`src/rtl/uart_rx_fifo.sv`:
```
// rtl/uart_rx_fifo.sv - 16x-oversampled UART receiver feeding a first-word-fall-through byte FIFO
// Optional even-parity framing: define UART_RX_PARITY_EN (default build is 8N1, parity_err tied 0).
module uart_rx_fifo #(
  parameter int CLK_FREQ = 27000000,
  parameter int BAUD     = 115200,
  parameter int FIFO_AW  = 4
) (
  input  logic               sys_clk,
  input  logic               sys_rst_n,
  input  logic               rxPin,
  input  logic               rd_en,
  output logic [7:0]         rd_data,
  output logic               empty,
  output logic               full,
  output logic [FIFO_AW:0]   count,
  output logic               is_receiving,
  output logic               frame_err,
  output logic               overrun,
  output logic               parity_err
);

  localparam int DIV   = CLK_FREQ / (BAUD * 16);
  localparam int DEPTH = 2 ** FIFO_AW;
  localparam int TW    = (DIV > 1) ? $clog2(DIV) : 1;

  typedef enum logic [2:0] {IDLE, START, DATA, PARITY, STOP, WAIT_IDLE} state_t;

  state_t          state;
  logic            rxMeta;
  logic            rxSync;
  logic [TW-1:0]   tickCnt;
  logic            tick;
  logic            startDet;
  logic [3:0]      sampleCnt;
  logic [2:0]      bitIdx;
  logic [7:0]      shiftReg;
  logic            bitSample;
  logic            pushNow;
  logic            popNow;
  logic            wrOk;

  logic [7:0]         mem [DEPTH];
  logic [FIFO_AW-1:0] wrPtr;
  logic [FIFO_AW-1:0] rdPtr;

  always_ff @(posedge sys_clk or negedge sys_rst_n) begin
    if (!sys_rst_n) begin
      rxMeta <= 1'b1;
      rxSync <= 1'b1;
    end else begin
      rxMeta <= rxPin;
      rxSync <= rxMeta;
    end
  end

  assign startDet  = (state == IDLE) && !rxSync;
  assign tick      = (tickCnt == TW'(DIV - 1));
  assign bitSample = tick && (sampleCnt == 4'd15);

  // Restarting the divider on start detect keeps every sample at mid-bit.
  always_ff @(posedge sys_clk or negedge sys_rst_n) begin
    if (!sys_rst_n)            tickCnt <= '0;
    else if (startDet || tick) tickCnt <= '0;
    else                       tickCnt <= tickCnt + 1'b1;
  end

`ifdef UART_RX_PARITY_EN
  logic parBad;
  assign pushNow = (state == STOP) && bitSample && rxSync && !parBad;
`else
  assign pushNow    = (state == STOP) && bitSample && rxSync;
  assign parity_err = 1'b0;
`endif

  always_ff @(posedge sys_clk or negedge sys_rst_n) begin
    if (!sys_rst_n) begin
      state        <= IDLE;
      sampleCnt    <= '0;
      bitIdx       <= '0;
      shiftReg     <= '0;
      is_receiving <= 1'b0;
      frame_err    <= 1'b0;
`ifdef UART_RX_PARITY_EN
      parBad       <= 1'b0;
      parity_err   <= 1'b0;
`endif
    end else begin
      frame_err <= 1'b0;
`ifdef UART_RX_PARITY_EN
      parity_err <= 1'b0;
`endif
      case (state)
        IDLE: begin
          if (!rxSync) begin
            state        <= START;
            sampleCnt    <= '0;
            is_receiving <= 1'b1;
          end
        end
        START: begin
          if (tick) begin
            if (sampleCnt == 4'd7) begin
              sampleCnt <= '0;
              bitIdx    <= '0;
              if (rxSync) begin
                state        <= IDLE;
                is_receiving <= 1'b0;
              end else begin
                state <= DATA;
              end
            end else begin
              sampleCnt <= sampleCnt + 1'b1;
            end
          end
        end
        DATA: begin
          if (tick) sampleCnt <= sampleCnt + 1'b1;
          if (bitSample) begin
            shiftReg <= {rxSync, shiftReg[7:1]};
            bitIdx   <= bitIdx + 1'b1;
`ifdef UART_RX_PARITY_EN
            if (bitIdx == 3'd7) state <= PARITY;
`else
            if (bitIdx == 3'd7) state <= STOP;
`endif
          end
        end
`ifdef UART_RX_PARITY_EN
        PARITY: begin
          if (tick) sampleCnt <= sampleCnt + 1'b1;
          if (bitSample) begin
            parBad <= rxSync ^ (^shiftReg);
            state  <= STOP;
          end
        end
`endif
        STOP: begin
          if (tick) sampleCnt <= sampleCnt + 1'b1;
          if (bitSample) begin
            if (!rxSync) begin
              frame_err <= 1'b1;
              state     <= WAIT_IDLE;
            end else begin
`ifdef UART_RX_PARITY_EN
              parity_err <= parBad;
`endif
              state        <= IDLE;
              is_receiving <= 1'b0;
            end
          end
        end
        WAIT_IDLE: begin
          // A held-low line (break) reports one frame error, then waits for idle.
          if (rxSync) begin
            state        <= IDLE;
            is_receiving <= 1'b0;
          end
        end
        default: begin
          state        <= IDLE;
          is_receiving <= 1'b0;
        end
      endcase
    end
  end

  assign empty   = (count == '0);
  assign full    = (count == (FIFO_AW + 1)'(DEPTH));
  assign popNow  = rd_en && !empty;
  assign wrOk    = pushNow && (!full || popNow);
  assign rd_data = mem[rdPtr];

  always_ff @(posedge sys_clk) begin
    if (wrOk) mem[wrPtr] <= shiftReg;
  end

  always_ff @(posedge sys_clk or negedge sys_rst_n) begin
    if (!sys_rst_n) begin
      wrPtr   <= '0;
      rdPtr   <= '0;
      count   <= '0;
      overrun <= 1'b0;
    end else begin
      overrun <= pushNow && !wrOk;
      if (wrOk)   wrPtr <= wrPtr + 1'b1;
      if (popNow) rdPtr <= rdPtr + 1'b1;
      if (wrOk && !popNow)      count <= count + 1'b1;
      else if (popNow && !wrOk) count <= count - 1'b1;
    end
  end

endmodule

```
`config.mk`:
```
export PLATFORM = sky130hd
export DESIGN_NAME = uart_rx_fifo
export DESIGN_NICKNAME = d
export VERILOG_FILES = /design/src/rtl/uart_rx_fifo.sv
export SDC_FILE = /design/constraint.sdc
export NUM_CORES = 1
export LEC_CHECK = 0
export CORE_MARGIN = 1.5
export CORE_UTILIZATION = 65
export DETAILED_ROUTE_END_ITERATION = 8
export PLACE_DENSITY = 0.88
export SYNTH_ARGS = -nofsm -noshare
export SYNTH_HDL_FRONTEND = slang
export SYNTH_SLANG_ARGS = --single-unit
```
`constraint.sdc`:
```
create_clock -name sys_clk -period 8.4 [get_ports sys_clk]
set_input_delay 1.68 -clock sys_clk [delete_from_list [all_inputs] [get_ports sys_clk]]
set_output_delay 1.68 -clock sys_clk [all_outputs]
set_load 0.03 [all_outputs]
```
==> results by stage, run 1 <==
Hold path:
- The tightest min-delay check is of the register to register type.

Place:
- The number of I/O port buffers is 21.
- Before CTS, the worst setup slack after placement is 4139 ps.
- The instance area after placement is 0.007453 mm2.
- Once detailed placement completed, the half-perimeter wirelength came to 8423 um.
- Counting tap cells, the placed design contains a total of 540 instances.
- The routability-driven placement congestion ratio is 0.8152.

STA:
- The post-route clock skew is 15.15 ps.
- The number of max-slew violations in the final report is 0.
- The maximum operating frequency is 0.2055 GHz.
- Setup slack closes at 3533 ps.
- In the finished design, the share of the clock period the worst path needs comes to 0.5794.
- The summed negative setup slack over all endpoints is 0 ps.
- The headroom to the max-slew limit is 0.2545.
- The final-report hold violation count came to 0.
- At the pin with the least slew margin, the transition time is 1113 ps.
- Setup repair after global routing left no endpoint under its margin.
- The final-report setup violation count is 0.
- Counting I/O delays and the setup requirement, the final critical path takes 4867 ps.
- The worst slack on hold paths is 360.8 ps.

Routing:
- The detail route stage leaves a number of antenna-violating nets equal to 0.
- Using the TritonRoute via totals, the vias-per-cell ratio works out to 6.678.
- In this run, the number of DRC markers left after iteration 0 of detailed routing was 360.
- The pre-antenna-repair detailed-routing pass consisted of 5 iterations.
- Dividing the detail-routed wire length by the instance count gives 27.00 um.
- The total detailed-routing wirelength is 15440 um.
- After detailed routing, the number of remaining DRC violations is 0.
- The via count of the routed design is 3820.

Floorplanning:
- The width of the die is 107.9 um.
- The starting density of the core is 0.6630.
- The area of the die is 0.01165 mm2.
- The height of the die is 107.9 um.
- The initialized floorplan defines 38 standard-cell rows.
- The area of the core is 0.01079 mm2.
- The number of top-level design ports is 23.

Worst setup path:
- The category of the worst setup path launch point is a register.
- STA puts the critical path data required time at 6720 ps.
- The critical path class is register to output port.
- The worst-path maximum fanout is 35.
- The endpoint kind of the worst setup timing path is an output port.
- The data arrival time of the critical path is 3190 ps.

CTS:
- Clock-pin slew was measured on the worst setup and hold paths at 70 ps.
- In this run, post-CTS repair resized a total of 0 instances.
- The clock passes through at most 2 buffers.
- The number of hold buffers added after CTS is 0.
- The number of clock sinks seen by CTS is 168.
- The number of clock buffers added by TritonCTS is 17.
- In this run the number of H-tree levels came out at 4.
- TritonCTS built the clock tree.
- The post-CTS setup buffer count is 0.
- At the later pin of the worst-skew pair, clock insertion delay measures 550 ps.
- The cell chosen for the clock root is sky130_fd_sc_hd__clkbuf_8.

Power:
- The analysis attributes to cell leakage a power of 3.336 nW.
- The maximum resistive drop on vdd is 0.1530 mV.
- Power spread over the standard cell area amounts to 207.1 mW/mm2.
- The post-layout total power is 1.664 mW.

Layout:
- The final-stage net count is 438.
- The multi-input combinational cells in the finished layout cover a total of 0.002177 mm2.
- The finished cells cover 0.008035 mm2.
- The layout has 570 filler cells.
- The share of cells above drive strength 1 is 0.1505.
- Across the whole layout, storage elements account for 0.004847 mm2.
- Measured on the finished design, the core utilization comes to 0.7445.
- The number of diodes added for antenna fixing is 0.
- The area growth from synthesis to final layout is 12.29%.
- Once layout is complete, the cells apart from fillers number 572.

Synth:
- sky130_fd_sc_hd__edfxtp_1 takes more of the synthesized area than any other cell.
- The count of different cell masters after synthesis is 56.
- Of the synthesized area, sequential elements account for 0.6774.
- The post-synthesis average cell area is 17.98 um2.
- The number of enable-type register cells in the synthesized netlist is 128.
- In the synthesized netlist the async set-or-reset flop fraction comes to 0.2381.
- Among all cell types in the netlist, the one instantiated most often is sky130_fd_sc_hd__edfxtp_1.
- The flop and latch count out of synthesis is 168.
- The net count of the mapped netlist is 417.
- The fraction of post-synthesis cell area in the top cell type by area is 0.5372.
- In the synthesized netlist, the cells that appear most often are sky130_fd_sc_hd__edfxtp_1 (128), sky130_fd_sc_hd__dfrtp_1 (38), sky130_fd_sc_hd__mux4_1 (30), sky130_fd_sc_hd__nor2_1 (23), sky130_fd_sc_hd__ha_1 (14).
- The number of warnings reported in the yosys synthesis log is 0.
- The most used flip-flop cell after synthesis is sky130_fd_sc_hd__edfxtp_1.
- The mapped netlist covers 0.007156 mm2.
- The number of standard cells after synthesis is 398.
- In the post-synthesis netlist, the biggest area contributors are sky130_fd_sc_hd__edfxtp_1 (54%), sky130_fd_sc_hd__dfrtp_1 (13%), sky130_fd_sc_hd__mux4_1 (11%), sky130_fd_sc_hd__mux4_2 (3.1%), sky130_fd_sc_hd__ha_1 (2.4%).

GRT:
- The met3 capacity usage during global routing is 0.07203.
- The combined global-route utilization of all metal layers is 0.2935.
- The wire length of the first global-routing pass is 23250 um.
- The via count of the first global-routing pass is 3985.
- The met2 track demand over resource in global routing is 0.4982.
- The number of antenna violations at the first check in global routing is 0.
- The total global routing overflow is 0.
- The largest net degree at the start of global routing is 41.
- met2 is the most crowded layer.
- The global-route met1 utilization is 0.3477.

Flow run:
- The number of max-cap violations is 0.

Run status:
- The run finished with clean final reports.
-- worst paths after layout --
check	startpoint	to	slack, ps	cells after the start
setup / recovery	rdPtr[0]	rd_data[5]	3530	4
hold / removal	rxMeta	rxSync	360	0
setup reg to reg	state[2]	count[4]	5280	10
hold reg to reg	rxMeta	rxSync	360	0
max in group asynchronous	sys_rst_n	tickCnt[2]	6480	1
min in group asynchronous	sys_rst_n	shiftReg[3]	1290	1
-- kinds of logic (layout without fill, tap and decap cells) --
family          after synthesis  count (layout)  share of synthesized area
compound gates               28              28                    0.02640
xor+xnor                     13              13                    0.01591
fa+ha+maj                    15              15                    0.02728
buf+inv                      30              64                    0.02116
flops                       168             168                     0.6774
mux                          55              55                     0.1647
other cells                   1               1                  0.0005241
simple gates                 88              88                    0.06662
-- critical path: stages (launching register included) --
cell and delay (ps):
sky130_fd_sc_hd__dfrtp_1 330, sky130_fd_sc_hd__buf_4 490, sky130_fd_sc_hd__mux4_1 660, sky130_fd_sc_hd__mux4_2 520, sky130_fd_sc_hd__clkdlybuf4s50_1 620
-- sequential cells by signal (all words and copies together), names as in the netlist --
signal,cells
bitIdx,3
count,5
frame_err,1
is_receiving,1
mem,128
overrun,1
rdPtr,4
rxMeta,1
rxSync,1
sampleCnt,4
shiftReg,8
state,3
tickCnt,4
wrPtr,4
-- cells in the final DEF, fill, tap and decap left out, types with 3 or more instances in the layout --
cell,n
sky130_fd_sc_hd__clkinv_4,3
sky130_fd_sc_hd__o21ai_0,5
sky130_fd_sc_hd__inv_6,4
sky130_fd_sc_hd__edfxtp_1,128
sky130_fd_sc_hd__nor3b_1,4
sky130_fd_sc_hd__inv_1,9
sky130_fd_sc_hd__mux2_1,3
sky130_fd_sc_hd__ha_1,14
sky130_fd_sc_hd__nand2_1,13
sky130_fd_sc_hd__nor3_1,3
sky130_fd_sc_hd__nor3_2,4
sky130_fd_sc_hd__mux4_2,10
sky130_fd_sc_hd__a21oi_1,7
sky130_fd_sc_hd__nand3_1,9
sky130_fd_sc_hd__and3_1,3
sky130_fd_sc_hd__mux2i_1,3
sky130_fd_sc_hd__mux4_1,30
sky130_fd_sc_hd__clkbuf_16,16
sky130_fd_sc_hd__xnor2_1,9
sky130_fd_sc_hd__or2_2,3
sky130_fd_sc_hd__xor2_1,4
sky130_fd_sc_hd__mux2_2,9
sky130_fd_sc_hd__dfrtp_1,38
sky130_fd_sc_hd__and2_1,3
sky130_fd_sc_hd__nand2b_1,5
sky130_fd_sc_hd__nor2_1,23
sky130_fd_sc_hd__clkdlybuf4s50_1,20
-- layer usage --
layer  share of wire  vias up
li1                -     1631
met1            0.37     1946
met2            0.53      202
met3           0.060       41
met4           0.044        0
met5               0        -
-- power breakdown --
group,switching [mW],internal [mW]
Sequential,0.000715,0.885
Clock,0.340,0.432
Combinational,0.00523,0.00149
Total,0.346,1.32
-- area by class of cell --
type                            count  area share
Multi-Input combinational cell    200      0.2709
Timing Repair Buffer               23     0.02741
Tap cell                          140     0.02180
Inverter                            9    0.004204
Sequential cell                   168      0.6032
Clock inverter                     14     0.02040
Clock buffer                       18     0.05201
No activity file was read; power rests on OpenSTA's default activity.
==> run 2, diff against run 1 <==
--- a/config.mk
+++ b/config.mk
@@ -6,9 +6,9 @@
 export NUM_CORES = 1
 export LEC_CHECK = 0
 export CORE_MARGIN = 1.5
-export CORE_UTILIZATION = 65
+export CORE_UTILIZATION = 55
 export DETAILED_ROUTE_END_ITERATION = 8
-export PLACE_DENSITY = 0.88
+export PLACE_DENSITY = 0.79
 export SYNTH_ARGS = -nofsm -noshare
 export SYNTH_HDL_FRONTEND = slang
 export SYNTH_SLANG_ARGS = --single-unit
==> constraint.sdc (replaced) <==
create_clock -name sys_clk -period 4.4 [get_ports sys_clk]
set_input_delay 0.88 -clock sys_clk [delete_from_list [all_inputs] [get_ports sys_clk]]
set_output_delay 0.88 -clock sys_clk [all_outputs]
set_load 0.03 [all_outputs]
==> run 2 against run 1 <==
Net effect: wire length is 13% lower; clock power is 81% higher; critical endpoint is now rd_data[2]; highest routed layer unchanged; clock skew is 7.6 ps lower; power is 86% higher.
==> results by stage, run 2 (synthesized netlist as in run 1, its figures left out) <==
Run status:
- The run finished with clean final reports.

STA:
- The slew at the pin with the worst max-slew slack is 1053 ps.
- The final-report setup violation count is 0.
- Setup repair after global routing left no endpoint under its margin.
- The maximum operating frequency is 0.2584 GHz.
- The headroom to the max-slew limit is 0.2953.
- The number of max-slew violations in the final report is 0.
- For the final routed database, the setup TNS stands at 0 ps.
- The final-report hold violation count came to 0.
- The post-route clock skew is 7.508 ps.
- The period utilization is 0.8795.
- Hold timing on the final database bottoms out at a slack of 355.3 ps.
- Counting I/O delays and the setup requirement, the final critical path takes 3870 ps.

Layout:
- The number of antenna diodes in the final layout is 0.
- The register with the most flip-flops is mem.
- The largest registers in the layout are mem x128, shiftReg x8, count x5.
- Relative to the synthesized area, the layout overhead comes to 13.87%.
- The leading cell type in the layout, fill and taps excluded is sky130_fd_sc_hd__edfxtp_1.
- The share of cells above drive strength 1 is 0.1603.
- The final standard cell utilization of the core is 0.6430.
- Leaving out fill and tap cells, the most frequent cells in the layout are sky130_fd_sc_hd__edfxtp_1 (128), sky130_fd_sc_hd__dfrtp_1 (37), sky130_fd_sc_hd__mux4_1 (30).
- After the flow finishes, the layout carries non-filler instances totaling 615.
- The layout has 871 filler cells.
- The final-stage net count is 449.
- The number of flip-flops in the largest register is 128.

Routing:
- The first detailed-routing pass took 4 iterations.
- The remaining design rule violation count is 0.
- The total detailed-routing wirelength is 13390 um.
- In this run the remaining antenna-violating nets after routing total 0.
- For this block, the via count after detailed routing is 3697.
- After the first detailed-routing iteration, the DRC count stood at 345.
- The detail-routed via count per cell is 6.011.
- The final routed wire length divided by cell count is 21.76 um.

Worst setup path:
- The data arrival time of the critical path is 2990 ps.
- The slowest stage cell on the critical path is sky130_fd_sc_hd__dfrtp_2.
- Along the worst path, the maximum fanout reaches 23.
- Grouping stages by cell kind, the critical path spends the most delay in multiplexers.
- Counting both buffers and inverters, the worst setup path holds a total of 2.
- The worst path required time is 3520 ps.
- The critical path goes through buf_12 > mux4_1 > mux4_2 > clkdlybuf4s50_1.
- STA classifies the critical path endpoint as an output port.
- The category of the worst setup path launch point is a register.
- The largest stage delay on the critical path is 610 ps.
- The worst setup path is of the register to output port kind.

CTS:
- Once the clock tree was built, the resizer swapped 0 gates to a different size.
- For the worst-skew pair, the clock arrives at the later sink with an insertion delay of 420 ps.
- The root buffer cell chosen for the clock tree is sky130_fd_sc_hd__clkbuf_16.
- No sink is reached through more buffers than the 2 on the longest clock path.
- For this design, the CTS-stage hold fixing added 0 buffers.
- The clock-pin slew on the worst setup and hold paths is 60 ps.
- TritonCTS built the clock tree.
- The number of levels in the clock H-tree is 4.
- Counting the buffers created by CTS gives 17.
- Counting every sink on the clock net gives 168.
- The post-CTS setup buffer count is 0.

Floorplanning:
- After floorplanning, the core was divided into 41 placement rows.
- In this run the standard cell core region covers 0.01267 mm2.
- The initial utilization of the core area, before any placement, comes to 0.5647.
- The floorplan step set the die width to 117.1 um.
- From bottom edge to top edge, the die measures 117.1 um.
- The number of top-level design ports is 23.
- The area of the die is 0.01370 mm2.

Power:
- The maximum resistive drop on vdd is 0.2322 mV.
- The cell leakage power is 3.369 nW.
- In this run the power density over the cells is 380.7 mW/mm2.
- Power comes to 3.102 mW.

GRT:
- The number of antenna violations at the first check in global routing was 0.
- The combined global-route utilization of all metal layers is 0.2242.
- The first global-routing pass estimated 21350 um of wire.
- Entering global routing, the biggest net connects 41 pins.
- The via count of the first global-routing pass is 3748.
- The total global routing overflow is 0.

Place:
- The number of placed instances, taps included, is 583.
- The number of I/O port buffers is 21.
- The HPWL after detailed placement is 8395 um.
- At the end of routability-driven placement, the weighted congestion stood at 0.8279.

Flow run:
- Max-cap violations in this run came to 0.

Hold path:
- The class of the tightest hold or removal check is register to register.
-- run 2: cell count changes in the layout (fill, tap and decap cells not counted), moves of 2 or more --
cell,delta
sky130_fd_sc_hd__buf_4,+9
sky130_fd_sc_hd__buf_12,+2
sky130_fd_sc_hd__nor3_2,-3
sky130_fd_sc_hd__clkbuf_1,+2
sky130_fd_sc_hd__inv_8,-2
sky130_fd_sc_hd__clkinv_4,+2
sky130_fd_sc_hd__nor3_1,+3
-- run 2: cell type report --
type	count	area [um2]	share of cell area
Clock inverter	11	115.1	0.01413
Tap cell	172	215.2	0.02641
Clock buffer	21	450.4	0.05528
Multi-Input combinational cell	200	2157	0.2647
Sequential cell	168	4848	0.5951
Timing Repair Buffer	34	327.8	0.04023
Inverter	9	33.78	0.004146
-- run 2: metrics by stage --
step / instance area (um2) / setup slack (ps)
floorplan: 7156 / 1599
global placement: 7582 / 1009
detailed placement: 7582 / 969.6
CTS: 8148 / 500.1
global route: 8148 / 436.4
finish: 8148 / 530.0
-- run 2: metal layers --
metal	track usage	vias up	part of all wire
met4	0.08835	0	0.023
met1	0.3130	1852	0.41
met2	0.3493	158	0.50
met5	0	-	0
li1	-	1656	-
met3	0.05201	31	0.071
-- run 2: path summary, 6_finish.rpt --
check                           from    endpoint  slack, ps  cells after the start
max in group asynchronous  sys_rst_n    rdPtr[0]       3200                      1
min in group asynchronous  sys_rst_n   bitIdx[2]        580                      1
max reg2reg                 state[2]    count[4]       1370                     10
min reg2reg                   rxMeta      rxSync        360                      0
min                           rxMeta      rxSync        360                      0
max                         rdPtr[0]  rd_data[2]        530                      4
-- run 2: report_power, final --
part           internal (mW)  switching (mW)
logic                0.00283         0.00932
registers               1.69         0.00148
clock network          0.802           0.596
total                   2.50           0.607
